<file path="src/rtl/tow_pkg.sv">
// Shared types for the multi-player push-button latch: FSM states and the
// winner-index width helper.
package tow_pkg;

    typedef enum logic [1:0] {
        IDLE    = 2'd0,
        WINDOW  = 2'd1,
        LATCHED = 2'd2
    } state_t;

    // Winner index width: max(1, clog2(n)) so a 2-player build still gets a bit.
    function automatic int winner_width(input int n);
        return (n <= 2) ? 1 : $clog2(n);
    endfunction

endpackage

</file>
<file path="src/rtl/pb_sync_edge.sv">
// One push-button channel: SYNC_STAGES-deep synchronizer plus rising-edge
// detector. A channel only becomes armed after a genuine low level has been
// seen at the synchronizer output, so a button held through reset cannot
// masquerade as a fresh press once the zeroed flops refill.
module pb_sync_edge #(
    parameter int SYNC_STAGES = 2
) (
    input  logic clk,
    input  logic rst,
    input  logic pb,
    output logic rise
);

    logic [SYNC_STAGES-1:0] sync;
    logic [SYNC_STAGES-1:0] fill;   // marks which sync stages hold a real sample
    logic                   prev;
    logic                   armed;
    logic                   level;

    assign level = sync[SYNC_STAGES-1];

    // Synchronizer chain, fill tracker, previous level and arm flag.
    always_ff @(posedge clk) begin
        if (rst) begin
            sync  <= '0;
            fill  <= '0;
            prev  <= 1'b0;
            armed <= 1'b0;
        end else begin
            sync  <= {sync[SYNC_STAGES-2:0], pb};
            fill  <= {fill[SYNC_STAGES-2:0], 1'b1};
            prev  <= level;
            armed <= armed | (fill[SYNC_STAGES-1] & ~level);
        end
    end

    assign rise = level & ~prev & armed;

endmodule

</file>
<file path="src/rtl/multi_pb_latch.sv">
// Multi-player push-button latch: first press opens an optional tie window,
// then the round latches push/tie/winner/pressed until clear or rst.
module multi_pb_latch
    import tow_pkg::*;
#(
    parameter int  N_PLAYERS   = 2,
    parameter int  SYNC_STAGES = 2,
    parameter int  TIE_WINDOW  = 2,
    localparam int W           = winner_width(N_PLAYERS)
) (
    input  logic                 clk,
    input  logic                 rst,
    input  logic [N_PLAYERS-1:0] pb,
    input  logic                 clear,
    output logic                 push,
    output logic                 tie,
    output logic [W-1:0]         winner,
    output logic [N_PLAYERS-1:0] pressed
);

    localparam int CW = 4;

    state_t                 state, state_nxt;
    logic [CW-1:0]          cnt, cnt_nxt;
    logic                   push_nxt, tie_nxt;
    logic [W-1:0]           winner_nxt;
    logic [N_PLAYERS-1:0]   pressed_nxt;
    logic [N_PLAYERS-1:0]   rise;
    logic [N_PLAYERS-1:0]   merged;

    for (genvar i = 0; i < N_PLAYERS; i++) begin : g_ch
        pb_sync_edge #(.SYNC_STAGES(SYNC_STAGES)) u_ch (
            .clk  (clk),
            .rst  (rst),
            .pb   (pb[i]),
            .rise (rise[i])
        );
    end

    // Lowest set index; used to pick the winner among same-cycle first presses.
    function automatic logic [W-1:0] lowest_set(input logic [N_PLAYERS-1:0] v);
        logic [W-1:0] idx;
        idx = '0;
        for (int i = N_PLAYERS - 1; i >= 0; i--)
            if (v[i]) idx = W'(i);
        return idx;
    endfunction

    function automatic logic [CW-1:0] popcount(input logic [N_PLAYERS-1:0] v);
        logic [CW-1:0] n;
        n = '0;
        for (int i = 0; i < N_PLAYERS; i++)
            n = n + CW'(v[i]);
        return n;
    endfunction

    assign merged = pressed | rise;

    // State and round registers; rst wins over everything.
    always_ff @(posedge clk) begin
        if (rst) begin
            state   <= IDLE;
            cnt     <= '0;
            push    <= 1'b0;
            tie     <= 1'b0;
            winner  <= '0;
            pressed <= '0;
        end else begin
            state   <= state_nxt;
            cnt     <= cnt_nxt;
            push    <= push_nxt;
            tie     <= tie_nxt;
            winner  <= winner_nxt;
            pressed <= pressed_nxt;
        end
    end

    // Next-state and round bookkeeping; clear discards any same-cycle press.
    always_comb begin
        state_nxt   = state;
        cnt_nxt     = cnt;
        push_nxt    = push;
        tie_nxt     = tie;
        winner_nxt  = winner;
        pressed_nxt = pressed;
        if (clear) begin
            state_nxt   = IDLE;
            cnt_nxt     = '0;
            push_nxt    = 1'b0;
            tie_nxt     = 1'b0;
            winner_nxt  = '0;
            pressed_nxt = '0;
        end else begin
            unique case (state)
                IDLE: begin
                    if (|rise) begin
                        pressed_nxt = rise;
                        winner_nxt  = lowest_set(rise);
                        if (popcount(rise) > CW'(1) || TIE_WINDOW == 0) begin
                            state_nxt = LATCHED;
                            push_nxt  = 1'b1;
                            tie_nxt   = popcount(rise) > CW'(1);
                        end else begin
                            state_nxt = WINDOW;
                            cnt_nxt   = CW'(TIE_WINDOW);
                        end
                    end
                end
                WINDOW: begin
                    // Presses in the closing cycle still count toward the tie.
                    pressed_nxt = merged;
                    cnt_nxt     = cnt - 1'b1;
                    if (cnt == CW'(1)) begin
                        state_nxt = LATCHED;
                        push_nxt  = 1'b1;
                        tie_nxt   = popcount(merged) > CW'(1);
                    end
                end
                LATCHED: begin
                end
                default: state_nxt = IDLE;
            endcase
        end
    end

endmodule

</file>
<file path="config.mk">
export PLATFORM = sky130hd
export DESIGN_NAME = multi_pb_latch
export DESIGN_NICKNAME = d
export VERILOG_FILES = /design/src/rtl/tow_pkg.sv /design/src/rtl/pb_sync_edge.sv /design/src/rtl/multi_pb_latch.sv
export SDC_FILE = /design/constraint.sdc
export NUM_CORES = 1
export LEC_CHECK = 0
export CORE_ASPECT_RATIO = 0.9
export CORE_MARGIN = 2
export CORE_UTILIZATION = 35
export DETAILED_ROUTE_END_ITERATION = 10
export GPL_ROUTABILITY_DRIVEN = 0
export PLACE_DENSITY_LB_ADDON = 0.08
export SYNTH_ARGS = -nofsm -noshare
export SYNTH_HDL_FRONTEND = slang
export SYNTH_SLANG_ARGS = --single-unit
export TNS_END_PERCENT = 100
</file>
<file path="constraint.sdc">
create_clock -name clk -period 3.35 [get_ports clk]
set_input_delay 0.67 -clock clk [delete_from_list [all_inputs] [get_ports clk]]
set_output_delay 0.67 -clock clk [all_outputs]
set_load 0.1 [all_outputs]
</file>
After elaboration in Yosys (flattened, before gate mapping). Cells that the tools add are included.

Register bits after elaboration: 23. Bits of input ports: 5. Output and inout bits: 5.

Add/subtract/negate cells: 3. Magnitude comparators: 2. Equality and inequality tests: 7. Multiplexer cells: 19. Bitwise logic cells: 14. Reductions and logical operators: 9.

Operators by type and width (number): $mux W1 (8); $mux W2 (4); $mux W4 (2); $ne A2 B2 Y1 const B (4); $pmux W4 S2 (1); $and A1 B1 Y1 (6); $pmux W2 S3 (1); $reduce_and A3 Y1 (2); $not A1 Y1 (5); $add A1 B1 Y2 (2); $eq A4 B1 Y1 const B (1); $gt A2 B1 Y1 const B (2); $pmux W1 S2 (2); $pmux W2 S2 (1); $reduce_and A2 Y1 (2); $reduce_and A4 Y1 (1); $reduce_or A2 Y1 (2); $sub A4 B1 Y4 const B (1); $eq A2 B1 Y1 const B (1); $eq A2 B2 Y1 const B (1); $logic_not A2 Y1 (1); $or A1 B1 Y1 (2); $or A2 B2 Y2 (1); $reduce_bool A2 Y1 (1).

Logic depth before layout (Yosys ltp).
Depth after elaboration: 8. Mapped depth: 6. Gate-level depth less buffers: 6.

Cells and area by module. From an unflattened synthesis, not the netlist that was laid out.

Cell total of the unflattened synthesis: 91. Area, all modules: 892.1 um^2.

Modules (own cells, without submodules): multi_pb_latch (instances 1, cells each 61, area an instance 531.8 um^2, sequential area each 220.2 um^2); pb_sync_edge (instances 2, cells each 15, area an instance 180.2 um^2, sequential area each 120.1 um^2).

Worst setup path after synthesis. No wires, ideal clock.

Kind: register to output. Start point: register pressed[0]. End point: output pressed[0]. Data arrival time: 940 ps. Data required time: 2680 ps. Path slack: 1740 ps. Cell stages (with the launch flop): 1. Buffers on the path: 0. Cells stage by stage: dfxtp_1.

RTL lines: from (decl) (RTL line multi_pb_latch.sv:18) `output logic [N_PLAYERS-1:0] pressed`; from (signal assigned) (RTL line multi_pb_latch.sv:74) `pressed <= pressed_nxt;`.

No word-level cell between the ends.

Final worst setup path.
Start point: register winner. End point: output winner.

RTL lines: from (decl) (RTL line multi_pb_latch.sv:17) `output logic [W-1:0] winner,`; from (signal assigned) (RTL line multi_pb_latch.sv:73) `winner <= winner_nxt;`.

No word-level cell between the ends.

==> run metrics <==
Worst Path Required=2680 ps; #FFs+latches synth=21; GRT Util Overall=12.20%; Pleak=0.4105 nW; Finished Core Util=43.69%; clk_skew=1.708 ps; antenna violations before repair=0; die area=2818 sq um; syn_nets=98; Slew Limit Fails=0; DRT Pass-1 Iters=4; synth top area cells=dfxtp_1 50%, nor2_1 5.3%, a21oi_1 4.7%; H-tree Lvls=1; register area share after synthesis=49.85%; Maximum Capacitance Violations=0; crit end category=output pin; cell taking the most area after synthesis=dfxtp_1; setup_tns=0 ps; total routed wirelength=1422 um; HP Class=flip-flop to flip-flop; Final #Nets=109; slowest cell on the critical path=clkdlybuf4s50_1; first-pass GRT wire length=2642 um; post-DP HPWL=1015 um; clock tree buffer depth=2; die width=55.74 um; Metal-1 WL=756 um; crit-path cells=clkdlybuf4s50_1; Crit path max-delay family=buffers and inverters; share of layout cells above drive strength 1=13.86%; EDFF count, synth=0; IO Port Bufs=9; CP arrival=1770 ps; worst vdd ir=0.2790 mV; RSZ-0062 raised after global routing=no; Critical path origin=winner$_SDFFE_PP0P_; I/O pin total=10; Synth top cells by count=21 x dfxtp_1, 12 x nor2_1, 10 x inv_1; CTS Buf Count=3; Core Area=2222 sq um; Synth Warn #=0; most common cell in the netlist=dfxtp_1; clock root cell=clkbuf_4; routed len/inst=11.11 um; max incr delay on CP=1130 ps; setup violators final=0; CTS Sinks=21; Fillers=227; Hold Startpoint=g_ch[0].u_ch.fill[0]$_DFF_P_; P&R area growth vs syn=15.13%; syn avg cell area=9.267 sq um; initial drt markers=18; Cell Pwr Density=417.7 nW/um^2; Worst Tran Pin Value=956.8 ps; Die Ht=50.57 um; largest net degree at the start of global routing=13; Yosys top cell area share=49.85%; ANT cells=0; vias per cell=4.891; Skew-Pair Late Insertion Delay=300 ps; Fmax achieved=409.5 MHz; Max-Slew Margin vs Limit=36.01%; met3 wire length=90 um; num rows=16; max layer used=met4; Post-CTS Setup Bufs=0; Synth Flop Type=dfxtp_1; post-layout minimum cycle time=2442 ps; post-CTS resize count=0; Final Hold Fails=0; remaining antenna violation count=0; startpoint types=flip-flop; Crit Path Max Fanout=2; critical setup path kind=flip-flop to output pin; Mapped Cells=91; CTS tree=yes; grt ovf=0; Worst Path Buf+Inv=1; CTS Hold Bufs=0; DRC=0; vias in the first global route=594; count of different cell masters after synthesis=27; period utilization=72.90%; synthesized area=843.3 sq um; initial core utilization=37.95%; clock transition at the registers of the reported paths=110 ps; wire length on met2=566 um; status=finished clean; Post-synth ARST share=0%; reg2reg start=cnt[0]$_SDFFE_PP0P_; Vias=626
## kinds of logic (layout without fill, tap and decap cells)
kind of cell             count (synthesis)  count (layout)  synth area share (%)
adder cells (fa/ha/maj)                  2               2                 2.967
flip-flops                              21              21                 49.85
XOR/XNOR                                 1               1                 1.039
multiplexers                             1               1                 1.335
AO/OA/AOI/OAI                           21              21                 16.02
AND/OR/NAND/NOR                         32              32                 22.85
buffers and inverters                   13              23                 5.935
## layout by cell type (no fill, tap or decap), drive strengths merged, types with 3 or more instances in the layout
cell type	count
o21a	3
clkbuf	4
nor2	12
clkdlybuf4s50	5
o21ai	3
a21oi	9
nand2	3
nor2b	6
dfxtp	21
inv	10
buf	4
## state kept, by name, summed over array words and instances (netlist names), 2 cells and up
| register | flops |
|---|---|
| g_ch.u_ch.fill | 2 |
| g_ch.u_ch.prev | 2 |
| state | 2 |
| pressed | 2 |
| g_ch.u_ch.sync | 4 |
| g_ch.u_ch.armed | 2 |
| cnt | 4 |
## layout make-up
type,instances,area (sq um),share of cell area [%]
sequential,21,420.4,43.30
tap,27,33.78,3.479
timing repair buffer,9,80.08,8.247
multi-input combinational,57,372.9,38.40
inverter,10,37.54,3.866
clock buffer,4,26.28,2.706
## metrics by stage
step                area, sq um  total power [mW]  hold WS [ps]  setup WS (ps)  std cells
floorplan                 843.3            0.2821         413.8           1740         91
global placement          944.7            0.2902         418.6           1253        124
detailed placement        944.7            0.2906         422.0           1245        124
CTS                       970.9            0.4115         449.6          891.6        128
global route              970.9            0.4269         479.1          851.3        128
finish                    970.9            0.4056         445.8          908.0        128
## layer usage
layer,vias to the layer above,track usage [%]
met5,-,0
met4,0,3.659
met1,280,15.96
li1,324,-
met3,3,4.639
met2,19,18.65
## final timing paths
kind                                      to  slack [ps]  cells past startpoint
min reg2reg  g_ch[0].u_ch.fill[1]$_SDFF_PP0_         450                      1
min          g_ch[0].u_ch.fill[1]$_SDFF_PP0_         450                      1
max reg2reg              cnt[2]$_SDFFE_PP0P_        2050                      5
max                                   winner         910                      1
## power breakdown
group,switching [mW],total [mW],internal (mW)
clock network,0.0746,0.121,0.0464
logic,0.0121,0.0239,0.0118
registers,0.00433,0.261,0.256
(Power assumes the default switching activity.)
